==> src/rtl/tone_sequencer.sv <==
// tone_sequencer
//   Queued note player sitting between the CPU IO bus and the tonegen
//   register interface. The CPU pushes {period[31:16], duration[15:0]} words
//   into a small FIFO. The sequencer then issues the tonegen period and
//   duration writes one note at a time, and waits for each tone to finish
//   before it sends the next one.
//
// Ports
//   clock, reset        : single clock, synchronous active-high reset
//   read, write         : CPU bus strobes
//   queue_cs            : note queue register (write pushes data_in)
//   status_cs           : status register (read; also clears overflow)
//   control_cs          : control register (bit0 paused, bit1 flush)
//   data_in             : CPU write data
//   data_out            : CPU read data, 0 unless data_out_valid
//   data_out_valid      : read & status_cs
//   tone_write          : tonegen write strobe
//   tone_period_cs      : tonegen period register select
//   tone_duration_cs    : tonegen duration register select
//   tone_data           : tonegen write data
//   tone_busy           : tonegen playing flag
module tone_sequencer #(
  parameter int DEPTH          = 8,
  parameter int PERIOD_WIDTH   = 16,
  parameter int DURATION_WIDTH = 16
) (
  input  logic        clock,
  input  logic        reset,
  input  logic        read,
  input  logic        write,
  input  logic        queue_cs,
  input  logic        status_cs,
  input  logic        control_cs,
  input  logic [31:0] data_in,
  output logic [31:0] data_out,
  output logic        data_out_valid,
  output logic        tone_write,
  output logic        tone_period_cs,
  output logic        tone_duration_cs,
  output logic [31:0] tone_data,
  input  logic        tone_busy
);

  localparam int PTR_W = $clog2(DEPTH);
  localparam int CNT_W = PTR_W + 1;

  typedef enum logic [2:0] {
    ST_IDLE,
    ST_WR_PERIOD,
    ST_WR_DURATION,
    ST_WAIT_START,
    ST_WAIT_END
  } state_t;

  // ---------------------------------------------------------------------
  // Bus decode
  // ---------------------------------------------------------------------
  logic queue_wr;
  logic control_wr;
  logic status_rd;
  logic flush;

  assign queue_wr   = write & queue_cs;
  assign control_wr = write & control_cs;
  assign status_rd  = read & status_cs;
  assign flush      = control_wr & data_in[1];

  // ---------------------------------------------------------------------
  // FIFO storage and bookkeeping
  // ---------------------------------------------------------------------
  logic [31:0]      mem_reg [DEPTH];
  logic [PTR_W-1:0] wr_ptr_reg, wr_ptr_next;
  logic [PTR_W-1:0] rd_ptr_reg, rd_ptr_next;
  logic [CNT_W-1:0] count_reg, count_next;
  logic             overflow_reg, overflow_next;
  logic             paused_reg, paused_next;

  logic             fifo_empty;
  logic             fifo_full;
  logic             push_ok;
  logic             push_drop;
  logic             pop_req;
  logic             pop_ok;
  logic [DEPTH-1:0] entry_we;

  assign fifo_empty = (count_reg == '0);
  assign fifo_full  = (count_reg == CNT_W'(DEPTH));

  // Full is judged on the pre-edge count, so a pop in the same cycle does
  // not make room for the push. Flush overrides any push.
  assign push_ok   = queue_wr & ~fifo_full & ~flush;
  assign push_drop = queue_wr & fifo_full;
  assign pop_ok    = pop_req & ~fifo_empty & ~flush;

  genvar gi;
  generate
    for (gi = 0; gi < DEPTH; gi++) begin : g_entry_we
      assign entry_we[gi] = push_ok && (wr_ptr_reg == PTR_W'(gi));
    end
  endgenerate

  always_ff @(posedge clock) begin
    for (int i = 0; i < DEPTH; i++) begin
      if (entry_we[i]) begin
        mem_reg[i] <= data_in;
      end
    end
  end

  // Head word is read combinationally so IDLE can inspect it in the very
  // cycle after the push lands.
  logic [31:0]               head_word;
  logic [PERIOD_WIDTH-1:0]   head_period;
  logic [DURATION_WIDTH-1:0] head_duration;

  assign head_word     = mem_reg[rd_ptr_reg];
  assign head_period   = head_word[16 +: PERIOD_WIDTH];
  assign head_duration = head_word[DURATION_WIDTH-1:0];

  always_comb begin
    wr_ptr_next   = wr_ptr_reg;
    rd_ptr_next   = rd_ptr_reg;
    count_next    = count_reg;
    paused_next   = paused_reg;
    // A status read clears overflow, but a same-cycle overflow re-sets it.
    overflow_next = (overflow_reg & ~status_rd) | push_drop;

    if (control_wr) begin
      paused_next = data_in[0];
    end

    if (flush) begin
      wr_ptr_next = '0;
      rd_ptr_next = '0;
      count_next  = '0;
    end else begin
      if (push_ok) begin
        wr_ptr_next = wr_ptr_reg + PTR_W'(1);
      end
      if (pop_ok) begin
        rd_ptr_next = rd_ptr_reg + PTR_W'(1);
      end
      if (push_ok && !pop_ok) begin
        count_next = count_reg + CNT_W'(1);
      end else if (!push_ok && pop_ok) begin
        count_next = count_reg - CNT_W'(1);
      end
    end
  end

  always_ff @(posedge clock) begin
    if (reset) begin
      wr_ptr_reg   <= '0;
      rd_ptr_reg   <= '0;
      count_reg    <= '0;
      overflow_reg <= 1'b0;
      paused_reg   <= 1'b0;
    end else begin
      wr_ptr_reg   <= wr_ptr_next;
      rd_ptr_reg   <= rd_ptr_next;
      count_reg    <= count_next;
      overflow_reg <= overflow_next;
      paused_reg   <= paused_next;
    end
  end

  // ---------------------------------------------------------------------
  // Dispatch FSM
  // ---------------------------------------------------------------------
  state_t                    state_reg, state_next;
  logic [1:0]                timer_reg, timer_next;
  logic                      latch_head;
  logic [PERIOD_WIDTH-1:0]   note_period_reg;
  logic [DURATION_WIDTH-1:0] note_duration_reg;

  always_ff @(posedge clock) begin
    if (reset) begin
      state_reg         <= ST_IDLE;
      timer_reg         <= '0;
      note_period_reg   <= '0;
      note_duration_reg <= '0;
    end else begin
      state_reg <= state_next;
      timer_reg <= timer_next;
      // The note is captured on leaving IDLE so a later flush cannot
      // corrupt the writes already under way.
      if (latch_head) begin
        note_period_reg   <= head_period;
        note_duration_reg <= head_duration;
      end
    end
  end

  always_comb begin
    state_next = state_reg;
    timer_next = timer_reg;
    pop_req    = 1'b0;
    latch_head = 1'b0;
    case (state_reg)
      ST_IDLE: begin
        // A note flushed in this cycle must not be dispatched.
        if (!fifo_empty && !paused_reg && !tone_busy && !flush) begin
          if (head_duration == '0) begin
            pop_req = 1'b1;
          end else begin
            latch_head = 1'b1;
            state_next = ST_WR_PERIOD;
          end
        end
      end
      ST_WR_PERIOD: begin
        state_next = ST_WR_DURATION;
      end
      ST_WR_DURATION: begin
        pop_req    = 1'b1;
        timer_next = '0;
        state_next = ST_WAIT_START;
      end
      ST_WAIT_START: begin
        // Give up after four idle cycles so a silent tonegen cannot stall
        // the queue forever.
        if (tone_busy) begin
          state_next = ST_WAIT_END;
        end else if (timer_reg == 2'd3) begin
          state_next = ST_IDLE;
        end else begin
          timer_next = timer_reg + 2'd1;
        end
      end
      ST_WAIT_END: begin
        if (!tone_busy) begin
          state_next = ST_IDLE;
        end
      end
      default: begin
        state_next = ST_IDLE;
      end
    endcase
  end

  always_comb begin
    tone_write       = 1'b0;
    tone_period_cs   = 1'b0;
    tone_duration_cs = 1'b0;
    tone_data        = '0;
    case (state_reg)
      ST_WR_PERIOD: begin
        tone_write     = 1'b1;
        tone_period_cs = 1'b1;
        tone_data      = 32'(note_period_reg);
      end
      ST_WR_DURATION: begin
        tone_write       = 1'b1;
        tone_duration_cs = 1'b1;
        tone_data        = 32'(note_duration_reg);
      end
      default: begin
        tone_write = 1'b0;
      end
    endcase
  end

  // ---------------------------------------------------------------------
  // Status read path
  // ---------------------------------------------------------------------
  logic        seq_busy;
  logic [31:0] status_word;

  assign seq_busy    = (state_reg != ST_IDLE) | tone_busy;
  assign status_word = {16'h0000, 8'(count_reg), 3'b000,
                        paused_reg, overflow_reg, seq_busy,
                        fifo_full, fifo_empty};

  assign data_out_valid = status_rd;
  assign data_out       = status_rd ? status_word : 32'h0000_0000;

endmodule

==> config.mk <==
export PLATFORM = sky130hd
export DESIGN_NAME = tone_sequencer
export DESIGN_NICKNAME = d
export VERILOG_FILES = /design/src/rtl/tone_sequencer.sv
export SDC_FILE = /design/constraint.sdc
export NUM_CORES = 1
export LEC_CHECK = 0
export ABC_AREA = 1
export BUFFER_PORTS_ARGS = -buffer_cell sky130_fd_sc_hd__buf_2
export CORE_UTILIZATION = 56
export DETAILED_ROUTE_END_ITERATION = 8
export GPL_TIMING_DRIVEN = 1
export PLACE_DENSITY = 0.76
export SYNTH_ARGS = -nofsm -noshare
export SYNTH_HDL_FRONTEND = slang
export SYNTH_SLANG_ARGS = --single-unit
==> constraint.sdc <==
create_clock -name clock -period 6.45 [get_ports clock]
set_input_delay 0.645 -clock clock [delete_from_list [all_inputs] [get_ports clock]]
set_output_delay 0.645 -clock clock [all_outputs]
set_load 0.01 [all_outputs]
==> results.md, run 1 <==
Route:
- In the routed layout, each cell is associated on average with a via count of between 5 and 6.
- The routed layout has roughly 9000 vias.
- The routed length per instance is ~18 um.
- The final routed DRC violation total is 0.
- For this run, the detailed router's first-pass iteration total came to 5.
- The residual antenna-violating net count after detailed routing is 0.
- The wire length after detailed routing is between 20 and 30 mm.
- The number of violations reported at the end of detailed-routing iteration 0 is 874.

Timing:
- The number of hold violations in the final report came to 0.
- Setup repair after global routing left no endpoint under its margin.
- The final count of negative-setup-slack endpoints is 0.
- The largest clock skew in the final design is ~20 ps.
- The final critical path takes up approximately 77% of the cycle.
- The tightest slew margin relative to the limit is 41.64%.
- The time the final worst path needs with I/O delays and setup is 4999 ps.
- The slew at the pin closest to its max-slew limit is between 800 and 900 ps.
- The highest attainable clock frequency is 0.2001 GHz.
- Adding up every negative setup slack in the final design gives 0 ps.
- The final-report max-slew violation count came to 0.

Clock network:
- Counting along the longest clock path gives a buffer depth of 3.
- The number of gates resized after CTS is 0.
- The setup fix buffers added after clock tree synthesis is 0.
- In this run, CTS created clock tree buffers numbering 30.
- Clock latency on the worst-skew pair, taken at its later pin, is between 500 and 600 ps.
- The library cell used as clock root buffer is clkbuf_16.
- The number of clock sinks is 308.
- Clock-pin slew was measured on the worst setup and hold paths at 60 ps.
- TritonCTS built the clock tree.
- The number of H-tree branching levels is 1.
- The number of buffers inserted by hold repair at cts is 0.

Floorplanning:
- The initial utilization of the core area, before any placement, comes to 57.85%.
- The die width is around 160 um.
- After floorplanning, the core was sized to cover 22920 um^2.
- The floorplan has 55 rows.
- For this design the top-level I/O count stands at 108.
- The area of the die is ~24000 um^2.
- The chip height is 155.9 um.

Global route:
- The initial antenna violation count is 1.
- The via count of the first global-routing pass is 8790.
- Global routing consumed, over all layers together, 25.33% of the routing resources.
- The pin count of the biggest net entering global routing is about 80.
- The sum of overflow across all layers after global routing is 0.
- The global-route wire length before repair is approximately 47 mm.

Place:
- The estimated wirelength of the detail-placed design is around 17 mm.
- Buffers placed on the I/O ports in this run total between 60 and 70.
- Routability-driven placement finished with a final weighted congestion of 0.8654.

Power:
- Summing internal, switching and leakage power gives approximately 4.6 mW.
- The worst-case IR drop observed on VDD is roughly 200 uV.
- Dividing total power by cell area gives a power density of 313.2 nW/um^2.
- In this run the static leakage power is about 6 nW.

Setup path:
- STA classifies the critical path endpoint as a flop.
- The data required time at the worst endpoint is ~6900 ps.
- The cell depth of the worst flop-to-flop path is 25.
- Across all register-to-register paths, the minimum setup slack is 1450 ps.
- In this run the worst setup path terminates at count_reg[3]$_SDFFE_PP0P_.
- The kind of cell with the highest combined delay on the critical path is simple AND/OR/NAND/NOR gates.
- The kind of start point of the critical path is a flop.
- The master of the slowest instance on the critical path is clkinv_2.
- The highest net fanout along the worst path is 60.
- The count of buffer and inverter cells on the critical path is 3.
- The logic depth of the worst setup path including buffers is 25.
- The most repeated library cell on the critical path is nand2_1.
- The largest stage delay on the critical path is between 800 and 900 ps.
- Data arrives at the worst endpoint at 5440 ps.
- The worst setup path is of the flop to flop kind.
- The worst reg2reg path endpoint is count_reg[3]$_SDFFE_PP0P_.

Synthesis:
- The proportion of netlist area held by the largest area contributor is 57.99%.
- The number of cells produced by synthesis is 1251.
- After synthesis, the share of flip-flops with an asynchronous set or reset is 0%.
- The share of synthesized cell area in and, or, nand and nor gates is ~16%.
- Each instance of the synthesized netlist takes up on average 10.60 um^2.
- Yosys mapped the design onto 35 distinct sky130hd cell types.
- In this run the cell area of the synthesized design comes to 13260 um^2.
- Measured against the total synthesized area, the mux share comes to 0%.
- The combinational family with the most area after synthesis is simple AND/OR/NAND/NOR gates.
- The cell type with the largest total area after synthesis is edfxtp_1.
- The number of warning messages in the yosys log is 0.
- The flip-flop and latch count after synthesis is around 310.
- For this run, the register share of the synthesized area comes to around two thirds.
- The most repeated cell in the gate-level netlist after synthesis is nand2_1.
- In the synthesized netlist, the cells that appear most often are nand2_1 (338), edfxtp_1 (256), inv_1 (157), a21oi_1 (110), nand3_1 (82).
- After Yosys synthesis, full adders, half adders and majority gates account for about 1.2% of the synthesized area.
- The dominant register cell in the synthesized netlist is edfxtp_1.
- The xor/xnor share of the synthesized area is 0.1321%.
- The compound-gate portion of the synthesized area is 7.485%.
- By area the synthesized netlist is led by edfxtp_1 (58%), nand2_1 (9.6%), dfxtp_1 (7.9%), inv_1 (4.4%), a21oi_1 (4.2%).
- The number of flops mapped to enable cells by yosys is 256.

Cells and area:
- The post-route netlist has between 10 and 15% of its cells at a drive strength greater than 1.
- The area overhead of the layout relative to synthesis is 9.636%.
- The number of nets in the final layout is ~1400.
- The register with the most flip-flops in the layout has ~260 of them.

Run status:
- The flow ran to the end, and the final reports show no timing, DRC or antenna violations.

Min path:
- The worst hold path belongs to the class input port to flop.

Run:
- The max capacitance violation total is 0.
## layer usage
metal  GRT usage, %  part of all wire, %  vias to the layer above
li1               -                    -                     4224
met1          35.25                   42                     4376
met2          41.20                   48                      394
met3          3.667                  8.0                       51
met4          8.263                  2.5                        0
met5              0                    0                        -
## how the worst min path moves through the flow
stage / from / to / slack (ps) / depth (start not counted)
after floorplan: note_duration_reg[13]$_SDFFE_PP0P_ / note_duration_reg[13]$_SDFFE_PP0P_ / 430 / 2
after global placement: note_duration_reg[13]$_SDFFE_PP0P_ / note_duration_reg[13]$_SDFFE_PP0P_ / 440 / 2
after detailed placement: note_period_reg[1]$_SDFFE_PP0P_ / note_period_reg[1]$_SDFFE_PP0P_ / 460 / 2
after CTS: data_in[22] / mem_reg[5][22]$_DFFE_PP_ / 340 / 1
after global routing: data_in[22] / mem_reg[4][22]$_DFFE_PP_ / 350 / 1
final: data_in[22] / mem_reg[5][22]$_DFFE_PP_ / 360 / 1
## final cells by class
cell class | count | area, um^2
multi-input combinational | 720 | 3428
clock buffer | 51 | 878.3
timing repair buffer | 83 | 452.9
fill | 1781 | 8382
inverter | 162 | 611.8
tap | 313 | 391.6
antenna | 1 | 2.502
clock inverter | 5 | 35.03
sequential | 308 | 8733
## kinds of logic (layout without fill, tap and decap cells)
| kind of cell | Yosys count | in the layout |
|---|---|---|
| simple gates | 498 | 498 |
| fa+ha+maj | 12 | 12 |
| flops | 308 | 308 |
| compound gates | 169 | 169 |
| other cells | 1 | 40 |
| xor+xnor | 2 | 2 |
| buf+inv | 261 | 301 |
## worst reg2reg max path: cells and delay by family, from the launching register on
family                   cells  cell delay (ps)
AND/OR/NAND/NOR             17             1630
buffers and inverters        3             1520
AO/OA/AOI/OAI                3              430
adder cells (fa/ha/maj)      2              520
flip-flops                   1              780
## per-stage QoR
| stage | hold slack [ps] | instances | area, um^2 | utilization [%] | worst slack (ps) |
|---|---|---|---|---|---|
| floorplan | 427.6 | 1289 | 13400 | - | 2696 |
| global placement | 441.0 | 1586 | 13620 | 59.43 | 1724 |
| detailed placement | 456.8 | 1586 | 13620 | 59.43 | 1532 |
| CTS | 340.5 | 1642 | 14530 | 63.41 | 1492 |
| global route | 346.7 | 1642 | 14530 | 63.41 | 1052 |
| finish | 355.9 | 1643 | 14530 | 63.42 | 1451 |
## cell usage in the layout, fill, tap and decap left out, drive strengths merged, types with 3 or more instances in the layout
master and n:
a221oi 32, o22ai 16, clkbuf 51, nand2 339, ha 11, nand3 83
o21ai 8, a21oi 110, nor2 47, buf 83, clkinv 8, edfxtp 256
or2 16, nand4 3, nor3 8, dfxtp 52, inv 159, conb 39
## power breakdown
group          switching, mW  internal (mW)  total [mW]
clock network          0.708          0.922        1.63
registers             0.0522           2.24        2.29
logic                  0.448          0.186       0.634
Power figures use the tool's default switching activity.
==> inputs of run 2 (changes only) <==
Settings changed: CORE_UTILIZATION 56 to 54, PLACE_DENSITY 0.76 to 0.77.
Clock period 6.45 ns to 4.43 ns, I/O delays scaled along.
==> run 2 against run 1 <==
  * Cell area increased by 1.2%
  * Count of clock-buffer cells in the layout decreased by 11
  * Utilization decreased by 1.5 points
  * Register-to-register slack got worse by 820 ps
  * Critical path depth decreased by 2
  * Wire length decreased by 0.53%
  * Via count decreased by 1.1%
  * Worst setup slack got worse by 820 ps
  * Non-clock buffer count increased by 3
  * Sequential power increased by 45%
  * Sequential cell count unchanged
==> results.md, run 2 (synthesized netlist as in run 1, its figures left out) <==
Timing:
- The final-report max-slew violation count is 0.
- Setup repair after global routing left no endpoint under its margin.
- The largest clock skew in the final design is about 9.2 ps.
- The number of hold violations in the final report is 0.
- The tightest slew margin relative to the limit is a little over 40%.
- Setup violations remaining at the end of the flow were counted as 0.
- Setup total negative slack on the finished layout was measured at 0 ps.
- After layout, the worst path uses between 80 and 90% of the clock period.
- The smallest clock period supported by the final layout is computed as between 3000 and 4000 ps.
- Derived from the worst setup path, the maximum achievable clock frequency is between 0.2 and 0.3 GHz.
- At the pin with the least slew margin, the transition time is 878.2 ps.

Global route:
- The pin count of the biggest net entering global routing is 137.
- The first global-routing pass estimated 45.64 mm of wire.
- The initial antenna violation count is 1.
- The via count of the first global-routing pass came to approximately 8600.
- For this run, the total global-route usage over all layers was measured as around a quarter.
- The sum of overflow across all layers after global routing is 0.

Route:
- The detailed-router iteration count before antenna repair is 8.
- The detail route stage leaves a number of antenna-violating nets equal to 0.
- Summed over all layers, the routed wires come to approximately 30 mm.
- For this block, the via count after detailed routing is between 8000 and 9000.
- In the final routed layout, each cell accounts on average for roughly 18 um.
- The number of violations reported at the end of detailed-routing iteration 0 is about 740.
- The final routed DRC violation total is 0.
- Using the TritonRoute via totals, the vias-per-cell ratio works out to 5.406.

Setup path:
- The count of buffer and inverter cells on the critical path is 2.
- The kind of start point of the critical path is a flop.
- The worst setup path is captured at a flop.
- Traced cell by cell, the critical path runs through buf_12 -> nand2_1 -> nand3_1 -> nand3_1 -> nand2_1 -> nand2_1 -> nor2_2 -> nand2_1 -> nor2_1 -> nand2_1 -> nand2_1 -> nand2_1 -> ha_1 -> inv_1 -> ha_1 -> nand2_1 -> nor2_1 -> a211oi_1 -> nor2_1 -> nor2_1 -> nand2_1 -> o21ai_0 -> a21oi_1.
- At the worst endpoint, the required time is just under 5000 ps.
- The kind of critical path is flop to flop.
- Data arrives at the worst endpoint at 4240 ps.
- The largest single stage delay on the critical path is ~460 ps.
- The master of the slowest instance on the critical path is buf_12.
- The kind of cell with the highest combined delay on the critical path is simple AND/OR/NAND/NOR gates.
- The highest net fanout along the worst path is approximately 140.
- Among the stages of the critical path, the cell type that occurs most often is nand2_1.

Clock network:
- TritonCTS built the clock tree.
- The clock transition time at the flip-flop clock pins of the worst setup and hold paths is roughly 70 ps.
- Clock tree synthesis inserted a total of 31 buffers.
- The number of gates resized after CTS is 0.
- The number of buffers inserted by hold repair at cts is 0.
- The number of clock sinks is roughly 310.
- No sink is reached through more buffers than the 3 on the longest clock path.
- In this run the number of H-tree levels came out at 1.
- The cell sitting at the root of the clock tree is a clkbuf_16.
- The later pin in the worst-skew pair is clocked with a latency of around 560 ps.
- Once the clock tree was built, the setup fixing pass inserted 0 buffers.

Power:
- The power density over the cells is ~470 nW/um^2.
- The switching power share of the total is about a quarter.
- The cell-internal power is between 5 and 6 mW.
- The worst-case vdd ir drop is between 300 and 400 uV.
- The relative contribution of sequential cells to total power is 48.0%.
- The share of total power dissipated in the clock network is a little under two fifths.
- The total net switching power is between 1.5 and 2 mW.
- The portion of total power attributed to combinational logic is between 10% and 20%.
- The analysis attributes to cell leakage a power of roughly 6.0 nW.

Cells and area:
- After the last flow step, the layout net total stands at roughly 1400.
- The flip-flop count of the largest register after layout is ~260.
- In the layout the commonest cells are nand2_1 (338), edfxtp_1 (256), inv_1 (157).
- Cells with a size suffix above 1 make up around an eighth of the layout.
- The layout filler cell count is 1830.
- Leaving out fill and tap cells, the most frequent cell in the layout is nand2_1.
- The area of combinational cells with multiple inputs is 3428 um^2.
- The area overhead of the layout relative to synthesis is 10.96%.
- The total area of sequential cells is between 8000 and 9000 um^2.
- Leaving out filler cells and counting taps, the final layout contains between 1500 and 2000.

Floorplanning:
- Once the floorplan was initialized, standard cells occupied a little under three fifths of the core.
- The total core area is 23750 um^2.
- The die width is 158.7 um.
- The chip height is around 160 um.
- The count of pins on the block boundary is 108.
- The floorplan step defined a die boundary enclosing about 25000 um^2.
- In this run the core area contains 56 standard-cell rows.

Run status:
- The run finished with clean final reports.

Place:
- After legalization and detailed placement, the total HPWL measured ~17 mm.
- Once placement completed, the tool counted placed cells totaling approximately 1600.
- The global placer's final weighted congestion is ~0.86.
- The count of buffers added on input and output ports is a little under 70.

Min path:
- The worst hold path begins at data_in[24].
- The type of the tightest min-delay check is input port to flop.

Run:
- The max capacitance violation total is 0.
==> run 2: cell count changes in the layout (fill, tap and decap cells not counted), moves of 2 or more <==
| cell | previous run | this run |
|---|---|---|
| clkbuf_1 | 14 | 5 |
| clkbuf_16 | 30 | 32 |
| bufinv_16 | 0 | 3 |
| clkbuf_4 | 2 | 0 |
| clkinv_2 | 4 | 11 |
| clkinvlp_4 | 0 | 2 |
| buf_12 | 0 | 2 |
==> run 2: layer usage <==
| metal | global-route usage (%) | vias to the layer above | wire length, um |
|---|---|---|---|
| met5 | 0 | - | 0 |
| met4 | 10.44 | 0 | 1055 |
| met3 | 3.430 | 74 | 2276 |
| met2 | 40.58 | 390 | 14430 |
| met1 | 31.75 | 4244 | 11950 |
| li1 | - | 4233 | - |
==> run 2: final timing paths <==
path                                           to  slack (ps)  cells past startpoint
setup reg to reg        count_reg[3]$_SDFFE_PP0P_         640                     23
hold reg to reg   note_period_reg[1]$_SDFFE_PP0P_         460                      2
setup / recovery        count_reg[3]$_SDFFE_PP0P_         640                     23
hold / removal           mem_reg[3][24]$_DFFE_PP_         150                      1
==> run 2: per-stage QoR <==
stage | hold slack (ps) | area, um^2 | worst slack [ps] | util [%] | total power [mW]
after floorplan | 427.6 | 13400 | 790.7 | - | 4.093
after global placement | 451.3 | 13670 | 823.1 | 57.56 | 4.286
after detailed placement | 455.1 | 13670 | 683.9 | 57.56 | 4.314
after CTS | 124.7 | 14710 | 668.6 | 61.92 | 6.909
after global routing | 133.4 | 14710 | 127.6 | 61.93 | 7.149
final | 148.5 | 14710 | 635.9 | 61.93 | 6.888
==> run 2: power by group through the flow <==
stage               Combinational [mW]  Sequential [mW]  Clock (mW)
global placement                 0.924             3.36           0
CTS                              0.959             3.31        2.64
global route                      1.07             3.32        2.76
floorplan                        0.738             3.36           0
finish                           0.964             3.31        2.62
detailed placement               0.949             3.37           0
==> run 2: cell type report <==
type                       count  area share (%)
inverter                     162           4.160
antenna                        1         0.01701
sequential                   308           59.37
clock buffer                  40           5.852
multi-input combinational    720           23.31
tap                          319           2.714
timing repair buffer          86           3.403
clock inverter                18           1.174
==> run 2: worst reg2reg max path: cells and delay by family, from the launching register on <==
kind	cells	cell delay [ps]
simple gates	16	1780
compound gates	3	450
buf+inv	2	580
flops	1	360
fa+ha+maj	2	510
